**config.mk**
```make
export PLATFORM = sky130hd
export DESIGN_NAME = vmem_arbiter
export DESIGN_NICKNAME = d
export VERILOG_FILES = /design/src/rtl/vmem_arb_pkg.sv /design/src/rtl/vmem_arb_stat.sv /design/src/rtl/vmem_arbiter.sv
export SDC_FILE = /design/constraint.sdc
export NUM_CORES = 1
export LEC_CHECK = 0
export CAP_MARGIN = 20
export CORE_MARGIN = 5
export CORE_UTILIZATION = 45
export CTS_BUF_LIST = sky130_fd_sc_hd__clkbuf_16
export CTS_CLUSTER_DIAMETER = 50
export CTS_CLUSTER_SIZE = 8
export DETAILED_ROUTE_END_ITERATION = 10
export HOLD_SLACK_MARGIN = 0.12
export PLACE_DENSITY = 0.83
export RECOVER_POWER = 50
export SLEW_MARGIN = 0
export SYNTH_ARGS = -nofsm -noshare
export SYNTH_HDL_FRONTEND = slang
export SYNTH_SLANG_ARGS = --single-unit
```
**constraint.sdc**
```tcl
create_clock -name pixclk -period 2.48 [get_ports pixclk]
set_input_delay 0.248 -clock pixclk [delete_from_list [all_inputs] [get_ports pixclk]]
set_output_delay 0.248 -clock pixclk [all_outputs]
set_load 0.01 [all_outputs]
```
**src/rtl/vmem_arb_pkg.sv**
```systemverilog
// Shared types and constants for the video-RAM arbiter.
package vmem_arb_pkg;
  typedef enum logic [1:0] {IDLE, PEND, RD_WAIT, ACK} state_t;

  localparam int AW_DEF     = 16;
  localparam int DW_DEF     = 8;
  localparam int RAM_RD_LAT = 1;
  // Grant -> RAM read -> output register
  localparam int VID_STAGES = RAM_RD_LAT + 1;
endpackage

```
**src/rtl/vmem_arb_stat.sv**
```systemverilog
// Saturating 32-bit accumulator of CPU cycles stalled behind scanout.
module vmem_arb_stat (
  input  logic        pixclk,
  input  logic        rst,
  input  logic        inc,
  output logic [31:0] total
);
  logic [31:0] total_q, total_d;

  always_comb begin
    total_d = total_q;
    if (inc && (total_q != '1)) total_d = total_q + 32'd1;
  end

  always_ff @(posedge pixclk) begin
    if (rst) total_q <= '0;
    else     total_q <= total_d;
  end

  assign total = total_q;
endmodule

```
**src/rtl/vmem_arbiter.sv**
```systemverilog
// Single-port video-RAM arbiter: scanout reads always win, CPU accesses fill idle slots.
// Optional VMEM_ARB_STAT_EN adds the stat_wait_total stall accumulator output.
module vmem_arbiter
  import vmem_arb_pkg::*;
#(
  parameter int AW           = AW_DEF,
  parameter int DW           = DW_DEF,
  parameter int STARVE_LIMIT = 1023
) (
  input  logic          pixclk,
  input  logic          rst,
  input  logic          vid_req,
  input  logic [AW-1:0] vid_addr,
  output logic [DW-1:0] vid_data,
  output logic          vid_valid,
  input  logic          cpu_req,
  input  logic          cpu_we,
  input  logic [AW-1:0] cpu_addr,
  input  logic [DW-1:0] cpu_wdata,
  output logic          cpu_ack,
  output logic [DW-1:0] cpu_rdata,
  output logic          cpu_starved,
  output logic [AW-1:0] mem_addr,
  output logic          mem_we,
  output logic [DW-1:0] mem_wdata,
  input  logic [DW-1:0] mem_rdata
`ifdef VMEM_ARB_STAT_EN
  ,
  output logic [31:0]   stat_wait_total
`endif
);
  localparam logic [AW-1:0] STARVE_LIM = AW'(STARVE_LIMIT);

  state_t state_q, state_d;
  logic                 cpu_we_q, cpu_we_d;
  logic [AW-1:0]        cpu_addr_q, cpu_addr_d;
  logic [DW-1:0]        cpu_wdata_q, cpu_wdata_d;
  logic [AW-1:0]        wait_q, wait_d;
  logic [AW-1:0]        mem_addr_q, mem_addr_d;
  logic                 mem_we_q, mem_we_d;
  logic [DW-1:0]        mem_wdata_q, mem_wdata_d;
  logic [VID_STAGES:1]  vld_pipe_q, vld_pipe_d;
  logic [DW-1:0]        vid_data_q, vid_data_d;
  logic                 vid_valid_q, vid_valid_d;
  logic                 cpu_ack_q, cpu_ack_d;
  logic [DW-1:0]        cpu_rdata_q, cpu_rdata_d;
  logic                 cpu_starved_q, cpu_starved_d;

  always_comb begin
    state_d     = state_q;
    cpu_we_d    = cpu_we_q;
    cpu_addr_d  = cpu_addr_q;
    cpu_wdata_d = cpu_wdata_q;
    wait_d      = wait_q;
    mem_addr_d  = mem_addr_q;
    mem_we_d    = 1'b0;
    mem_wdata_d = mem_wdata_q;
    cpu_rdata_d = cpu_rdata_q;
    vld_pipe_d  = {vld_pipe_q[VID_STAGES-1:1], vid_req};
    vid_valid_d = vld_pipe_q[VID_STAGES];
    vid_data_d  = vld_pipe_q[VID_STAGES] ? mem_rdata : vid_data_q;
    cpu_ack_d   = (state_q == ACK);

    if (vid_req) mem_addr_d = vid_addr;

    case (state_q)
      IDLE: if (cpu_req) begin
        cpu_we_d    = cpu_we;
        cpu_addr_d  = cpu_addr;
        cpu_wdata_d = cpu_wdata;
        wait_d      = '0;
        state_d     = PEND;
      end
      PEND: if (vid_req) begin
        if (wait_q != '1) wait_d = wait_q + AW'(1);
      end else begin
        mem_addr_d  = cpu_addr_q;
        mem_we_d    = cpu_we_q;
        mem_wdata_d = cpu_wdata_q;
        state_d     = cpu_we_q ? ACK : RD_WAIT;
      end
      RD_WAIT: state_d = ACK;
      // RAM output for the CPU address is present during ACK; capture it
      // alongside the ack so cpu_rdata is valid exactly while cpu_ack=1.
      ACK: begin
        if (!cpu_we_q) cpu_rdata_d = mem_rdata;
        state_d = IDLE;
      end
      default: state_d = IDLE;
    endcase

    cpu_starved_d = (state_d == PEND) && (wait_d > STARVE_LIM);
  end

  always_ff @(posedge pixclk) begin
    if (rst) begin
      state_q       <= IDLE;
      cpu_we_q      <= 1'b0;
      cpu_addr_q    <= '0;
      cpu_wdata_q   <= '0;
      wait_q        <= '0;
      mem_addr_q    <= '0;
      mem_we_q      <= 1'b0;
      mem_wdata_q   <= '0;
      vld_pipe_q    <= '0;
      vid_data_q    <= '0;
      vid_valid_q   <= 1'b0;
      cpu_ack_q     <= 1'b0;
      cpu_rdata_q   <= '0;
      cpu_starved_q <= 1'b0;
    end else begin
      state_q       <= state_d;
      cpu_we_q      <= cpu_we_d;
      cpu_addr_q    <= cpu_addr_d;
      cpu_wdata_q   <= cpu_wdata_d;
      wait_q        <= wait_d;
      mem_addr_q    <= mem_addr_d;
      mem_we_q      <= mem_we_d;
      mem_wdata_q   <= mem_wdata_d;
      vld_pipe_q    <= vld_pipe_d;
      vid_data_q    <= vid_data_d;
      vid_valid_q   <= vid_valid_d;
      cpu_ack_q     <= cpu_ack_d;
      cpu_rdata_q   <= cpu_rdata_d;
      cpu_starved_q <= cpu_starved_d;
    end
  end

  assign mem_addr    = mem_addr_q;
  assign mem_we      = mem_we_q;
  assign mem_wdata   = mem_wdata_q;
  assign vid_data    = vid_data_q;
  assign vid_valid   = vid_valid_q;
  assign cpu_ack     = cpu_ack_q;
  assign cpu_rdata   = cpu_rdata_q;
  assign cpu_starved = cpu_starved_q;

`ifdef VMEM_ARB_STAT_EN
  vmem_arb_stat u_stat (
    .pixclk (pixclk),
    .rst    (rst),
    .inc    ((state_q == PEND) && vid_req),
    .total  (stat_wait_total)
  );
`endif
endmodule

```
# Yosys cells after proc, flatten, opt, wreduce, memory -nomap -nowiden
# Index checks and enable logic that the tools add are counted.
dict set report word_totals {
  inputBits 53
  elab_cells 41
  ff_bits 89
  out_inout_bits 44
}
dict set report classes {
  add_sub_neg 1
  n_bitwise 3
  magnitude_cmp 1
  eq_ne 5
  n_reduce_logical 6
  muxes 11
}
# cell count
set ops {}
lappend ops {{$mux W16} 6}
lappend ops {{$pmux W16 S2} 1}
lappend ops {{$add A16 B1 Y16 const B} 1}
lappend ops {{$gt A16 B10 Y1 const B} 1}
lappend ops {{$ne A16 B16 Y1 const B} 1}
lappend ops {{$pmux W2 S4} 1}
lappend ops {{$reduce_and A2 Y1} 3}
lappend ops {{$eq A2 B1 Y1 const B} 2}
lappend ops {{$eq A2 B2 Y1 const B} 2}
lappend ops {{$mux W2} 2}
lappend ops {{$not A1 Y1} 3}
lappend ops {{$reduce_or A3 Y1} 1}
lappend ops {{$logic_not A2 Y1} 1}
lappend ops {{$logic_and A1 B1 Y1} 1}
lappend ops {{$mux W1} 1}

# Longest topological paths before layout
dict set report depth {
  ltp_word 6
  depth_mapped 8
  depth_no_buf 7
}

# Worst setup path after synthesis
# No wires, ideal clock.
dict set report synth_timing {
  kind {register to register}
  startpoint {register wait_q[0]}
  endpoint {register wait_q[0]}
  setup_time_ns 0.128
  path_buffers 0
  arrival_ns 1.656
  t_required_ns 2.352
  period_less_slack_ns 1.783
  slack_ns 0.697
  path_stages_with_launch 8
  cell_sequence {dfxtp_1 ha_1 nand2_1 nor4_4 a21oi_1 mux2_2 a22oi_1 nor2_1}
}
dict set report synth_via {
  elab_chain_len 4
  elab_cells_between_ends 6
  classes_between {add/sub: 1; eq/ne: 1; mux: 4}
}
# item line
set synth_rtl {}
lappend synth_rtl {{start, declared} vmem_arbiter.sv:38} ;# logic [AW-1:0] wait_q, wait_d;
lappend synth_rtl {{start signal, assigned} vmem_arbiter.sv:116} ;# wait_q <= wait_d;
lappend synth_rtl {{$add A16 B1 Y16 / $ne A16 B16 Y1 (equally long branches)} vmem_arbiter.sv:75} ;# if (wait_q != '1) wait_d = wait_q + AW'(1);
lappend synth_rtl {{$mux W16} vmem_arbiter.sv:75}
lappend synth_rtl {{$mux W16} vmem_arbiter.sv:74} ;# PEND: if (vid_req) begin
lappend synth_rtl {{$pmux W16 S2 (*)} vmem_arbiter.sv:66} ;# case (state_q)
# Mark *: on every way between the ends. The rest lies on a longest branch, timed or not.
# A chain may end at the register's enable or synchronous reset.

# Worst setup path after layout
dict set report layout_timing {
  startpoint {register wait_q[0]}
  endpoint {register cpu_starved_q (netlist: cpu_starved)}
}
dict set report layout_via {
  elab_chain_len 6
  elab_cells_between_ends 8
  classes_between {add/sub: 1; order compare: 1; eq/ne: 1; mux: 4; reduce/logical: 1}
}
# item line
set layout_rtl {}
lappend layout_rtl {{$add A16 B1 Y16 / $ne A16 B16 Y1 (equally long branches)} vmem_arbiter.sv:75}
lappend layout_rtl {{$mux W16} vmem_arbiter.sv:75}
lappend layout_rtl {{$mux W16} vmem_arbiter.sv:74}
lappend layout_rtl {{$pmux W16 S2 (*)} vmem_arbiter.sv:66}
lappend layout_rtl {{$gt A16 B10 Y1 (*)} vmem_arbiter.sv:92} ;# cpu_starved_d = (state_d == PEND) && (wait_d > STARVE_LIM);
lappend layout_rtl {{$logic_and A1 B1 Y1 (*)} vmem_arbiter.sv:92}
lappend layout_rtl {{end signal, assigned} vmem_arbiter.sv:125} ;# cpu_starved_q <= cpu_starved_d;
lappend layout_rtl {{end, declared} vmem_arbiter.sv:47} ;# logic cpu_starved_q, cpu_starved_d;
# Marks and branches as above.

==> results <==
- Headroom to the max-slew limit came out at -17.4%.
- The commonest non-fill, non-tap cell in the layout is sky130_fd_sc_hd__nand2_1.
- The total of hold buffers inserted after clock tree synthesis is 0.
- The number of buffers inserted to repair setup after CTS is 0.
- The worst hold path begins at rst.
- For this run, the top clock speed supported by timing is 480 MHz.
- The placed standard-cell area is 4630 µm².
- The insertion delay of the later-clocked pin in the worst-skew pair is between 0.3 and 0.4 ns.
- The number of buffers created by CTS is 9.
- The flow ran to the end, but the final reports show violations.
- The number of warnings issued by yosys is 0.
- For the worst setup path, the data arrival time is between 2 and 2.5 ns.
- CTS saw a little under 90 sinks.
- Synthesis instantiated 40 different standard cells from the library.
- The longest clock path from root to sink contains 2 buffers.
- The full die area is 9890 µm².
- Synthesis produced a netlist whose cell count is 452.
- The count of pins over their slew limit is 43.
- After synthesis the netlist holds a flip-flop and latch count of 89.
- After detailed routing, the average wire length per cell comes to 15.0 µm.
- The floorplan die height is 99.4 µm.
- The peak supply drop is 0.381 mV.
- The cell sitting at the root of the clock tree is a sky130_fd_sc_hd__clkbuf_16.
- Of the cells placed in the final design, the portion with a size suffix greater than 1 is under 10%.
- For the final routed database, the setup TNS stands at 0 ns.
- The count of inserted antenna diode cells is 0.
- The remaining antenna violation count is 0.
- The cell total after placement is 630.
- The cell taking the most area after synthesis is sky130_fd_sc_hd__dfxtp_1.
- The number of max-cap violations is 1.
- The pre-antenna-repair detailed-routing pass consisted of 5 iterations.
- With fillers left out, the area of the finished cells amounts to 4930 µm².
- For this configuration, the core starts out at a cell density of 46.3%.
- From synthesis to final layout, the design area changed by 37.0%.
- TritonCTS built the clock tree.
- The initial antenna violation count is 0.
- The path with the worst hold slack has its endpoint at cpu_ack$_SDFF_PP0_.
- The wire length after detailed routing is 9710 µm.
- The post-cts repair resize count is 0.
- The final cell count without fillers is 646.
- The required time of the critical path is approximately 2.8 ns.
- The share of the Yosys chip area taken by registers is 49.5%.
- Entering global routing, the biggest net connects 43 pins.
- After synthesis, the cell types taking the most area are sky130_fd_sc_hd__dfxtp_1, sky130_fd_sc_hd__nand2_1, sky130_fd_sc_hd__a21oi_1.
- The post-detailed-route via-to-cell ratio is about 5.4.
- The critical register-to-register path endpoint is cpu_starved$_SDFF_PP0_.
- The filler cell count is 692.
- Summed over all cells, the static leakage comes to a little under 2 nW.
- Hold timing on the final database bottoms out at a slack of 0.427 ns.
- The top cell types in the final layout, fill and taps aside, are sky130_fd_sc_hd__nand2_1, sky130_fd_sc_hd__dfxtp_1, sky130_fd_sc_hd__a21oi_1, sky130_fd_sc_hd__nor2_1, sky130_fd_sc_hd__clkdlybuf4s50_1.
- In this run the register-to-register setup slack is 0.40 ns.
- The placement row count is 32.
- The number of hold-slack violations in the final timing report is 0.
- For this run, the leading register cell type out of synthesis is sky130_fd_sc_hd__dfxtp_1.
- After synthesis, the share of flip-flops with an asynchronous set or reset is 0%.
- The floorplan step set the die width to 99.4 µm.
- The clock tree synthesis step divided the H-tree into 3 levels.
- The critical path is of the flop to flop type.
- The placer congestion estimate is 0.948.
- The post-detailed-route DRC marker count is 0.
- The setup-violating endpoint count in the final report is 0.
- For this run the aggregate overflow at the end of global routing stands at 0.
- Yosys mapped a number of flops with a built-in enable equal to 0.
- The critical path launch point type is a flop.
- The number of global-route vias before repair is 3458.
- Summing every instance area after synthesis gives roughly 3600 µm².
- In the final design database the tool counted 593 nets.
- The slew of the pin with the lowest slew margin is 1.76 ns.
- The post-synthesis net count is 506.
- The global-route usage over all layers is 19.9%.
- The cell depth of the worst min-delay path is 2.
- Setup repair after global routing left no endpoint under its margin.
- Pin placement for this block handled 97 I/O pins.
- The total power density per cell area is 660 nW/µm².
- The worst setup path is captured at a flop.
- The detailed router placed 3498 vias in this run.
- The floorplan core area is between 7000 and 8000 µm².
- The post-route clock period utilization is a little over four fifths.
- The final reports fail on max-capacitance violations, max-slew violations.
- After synthesis, the largest area contributor takes up 49.5% of total cell area.
- The half-perimeter wire length after placement is 6910 µm.
- The first-pass GRT wire length is about 16000 µm.
- A synthesized cell averages 7.96 µm².
- The register clock-pin slew on the reported worst setup and hold paths is 0.06 ns.
- The final critical path time including I/O delays and setup is 2.08 ns.
- Of all nets on the critical path, the largest fanout is 6.
- The worst-case reg-to-reg path depth is 7.
- The min-delay analysis places its worst path in the category primary input to flop.
- The worst reg2reg path startpoint is wait_q[0]$_SDFF_PP0_.
- Port buffering added 96 buffers.
- The number of design-rule violations left by the first detailed-router iteration is 226.
- Across the routed clock network, the largest skew measured is 0.00794 ns.
## registers in the layout, summed over array words and instances, names as in the netlist
register,count
cpu_ack,1
cpu_addr_q,16
cpu_rdata,8
cpu_starved,1
cpu_wdata_q,8
cpu_we_q,1
mem_addr,16
mem_wdata,8
mem_we,1
state_q,2
vid_data,8
vid_valid,1
vld_pipe_q,2
wait_q,16
## cell families (layout without fill, tap and decap cells)
group,count (synthesis),count (layout),share of synthesized area [%]
AND/OR/NAND/NOR,209,209,25.1
AO/OA/AOI/OAI,100,100,15.8
flip-flops,89,89,49.5
buffers and inverters,32,124,3.51
multiplexers,17,17,4.76
XOR/XNOR,4,4,0.973
adder cells (fa/ha/maj),1,1,0.348
## worst max-delay path, cell delays in order, from the launching register on
cell	delay (ns)
sky130_fd_sc_hd__dfxtp_1	0.42
sky130_fd_sc_hd__ha_1	0.24
sky130_fd_sc_hd__nand4b_1	0.22
sky130_fd_sc_hd__nor4_1	0.44
sky130_fd_sc_hd__a31oi_1	0.18
sky130_fd_sc_hd__a211oi_1	0.25
sky130_fd_sc_hd__nor4_1	0.09
sky130_fd_sc_hd__a31oi_1	0.17
## worst max-delay path by stage
| stage | startpoint | end | slack, ns |
|---|---|---|---|
| 4_1_cts | wait_q[0]$_SDFF_PP0_ | cpu_starved$_SDFF_PP0_ | 0.47 |
| 3_5_place_dp | vid_req | cpu_starved$_SDFF_PP0_ | 0.24 |
| 2_1_floorplan | wait_q[0]$_SDFF_PP0_ | wait_q[0]$_SDFF_PP0_ | 0.70 |
| 5_1_grt | wait_q[0]$_SDFF_PP0_ | cpu_starved$_SDFF_PP0_ | 0.26 |
| 6_report | wait_q[0]$_SDFF_PP0_ | cpu_starved$_SDFF_PP0_ | 0.40 |
| 3_3_place_gp | vid_req | cpu_starved$_SDFF_PP0_ | 0.32 |
## metrics by stage
stage	total power [mW]	utilization, %	setup WS (ns)
2_1_floorplan	1.74	-	0.697
3_3_place_gp	1.93	59.6	0.316
3_5_place_dp	1.94	59.6	0.243
4_1_cts	3.29	63.5	0.474
5_1_grt	3.39	63.5	0.256
6_report	3.25	63.5	0.398
## cell usage after synthesis, drive strengths merged, types with 4 or more instances
cell type    n
nand2      112
dfxtp       89
a21oi       71
nor2        57
clkbuf      23
mux2i       16
nand3        9
o21ai        7
a211oi       6
nand4        6
buf          5
nor4         5
a31oi        4
inv          4
nor2b        4
xor2         4
## report_power, final
group	switching (mW)	internal, mW
Sequential	0.0391	1.49
Clock	0.565	0.789
Combinational	0.197	0.176
## per-layer routing
metal / global-route usage (%) / share of wire (%)
met1: 24.0 / 41
met4: 8.82 / 2.6
met2: 34.3 / 50
met5: 0 / 0
met3: 3.79 / 6.8
## layout make-up
| type | instances | area, µm² | area share [%] |
|---|---|---|---|
| flip-flops and latches | 89 | 1780 | 36.2 |
| multi-input cells | 331 | 1690 | 34.3 |
| repair buffers | 104 | 1010 | 20.5 |
| clock buffers | 9 | 225 | 4.57 |
| well taps | 102 | 128 | 2.59 |
| clock inverters | 7 | 76.3 | 1.55 |
| inverters | 4 | 15.0 | 0.305 |
(Power assumes the default switching activity.)
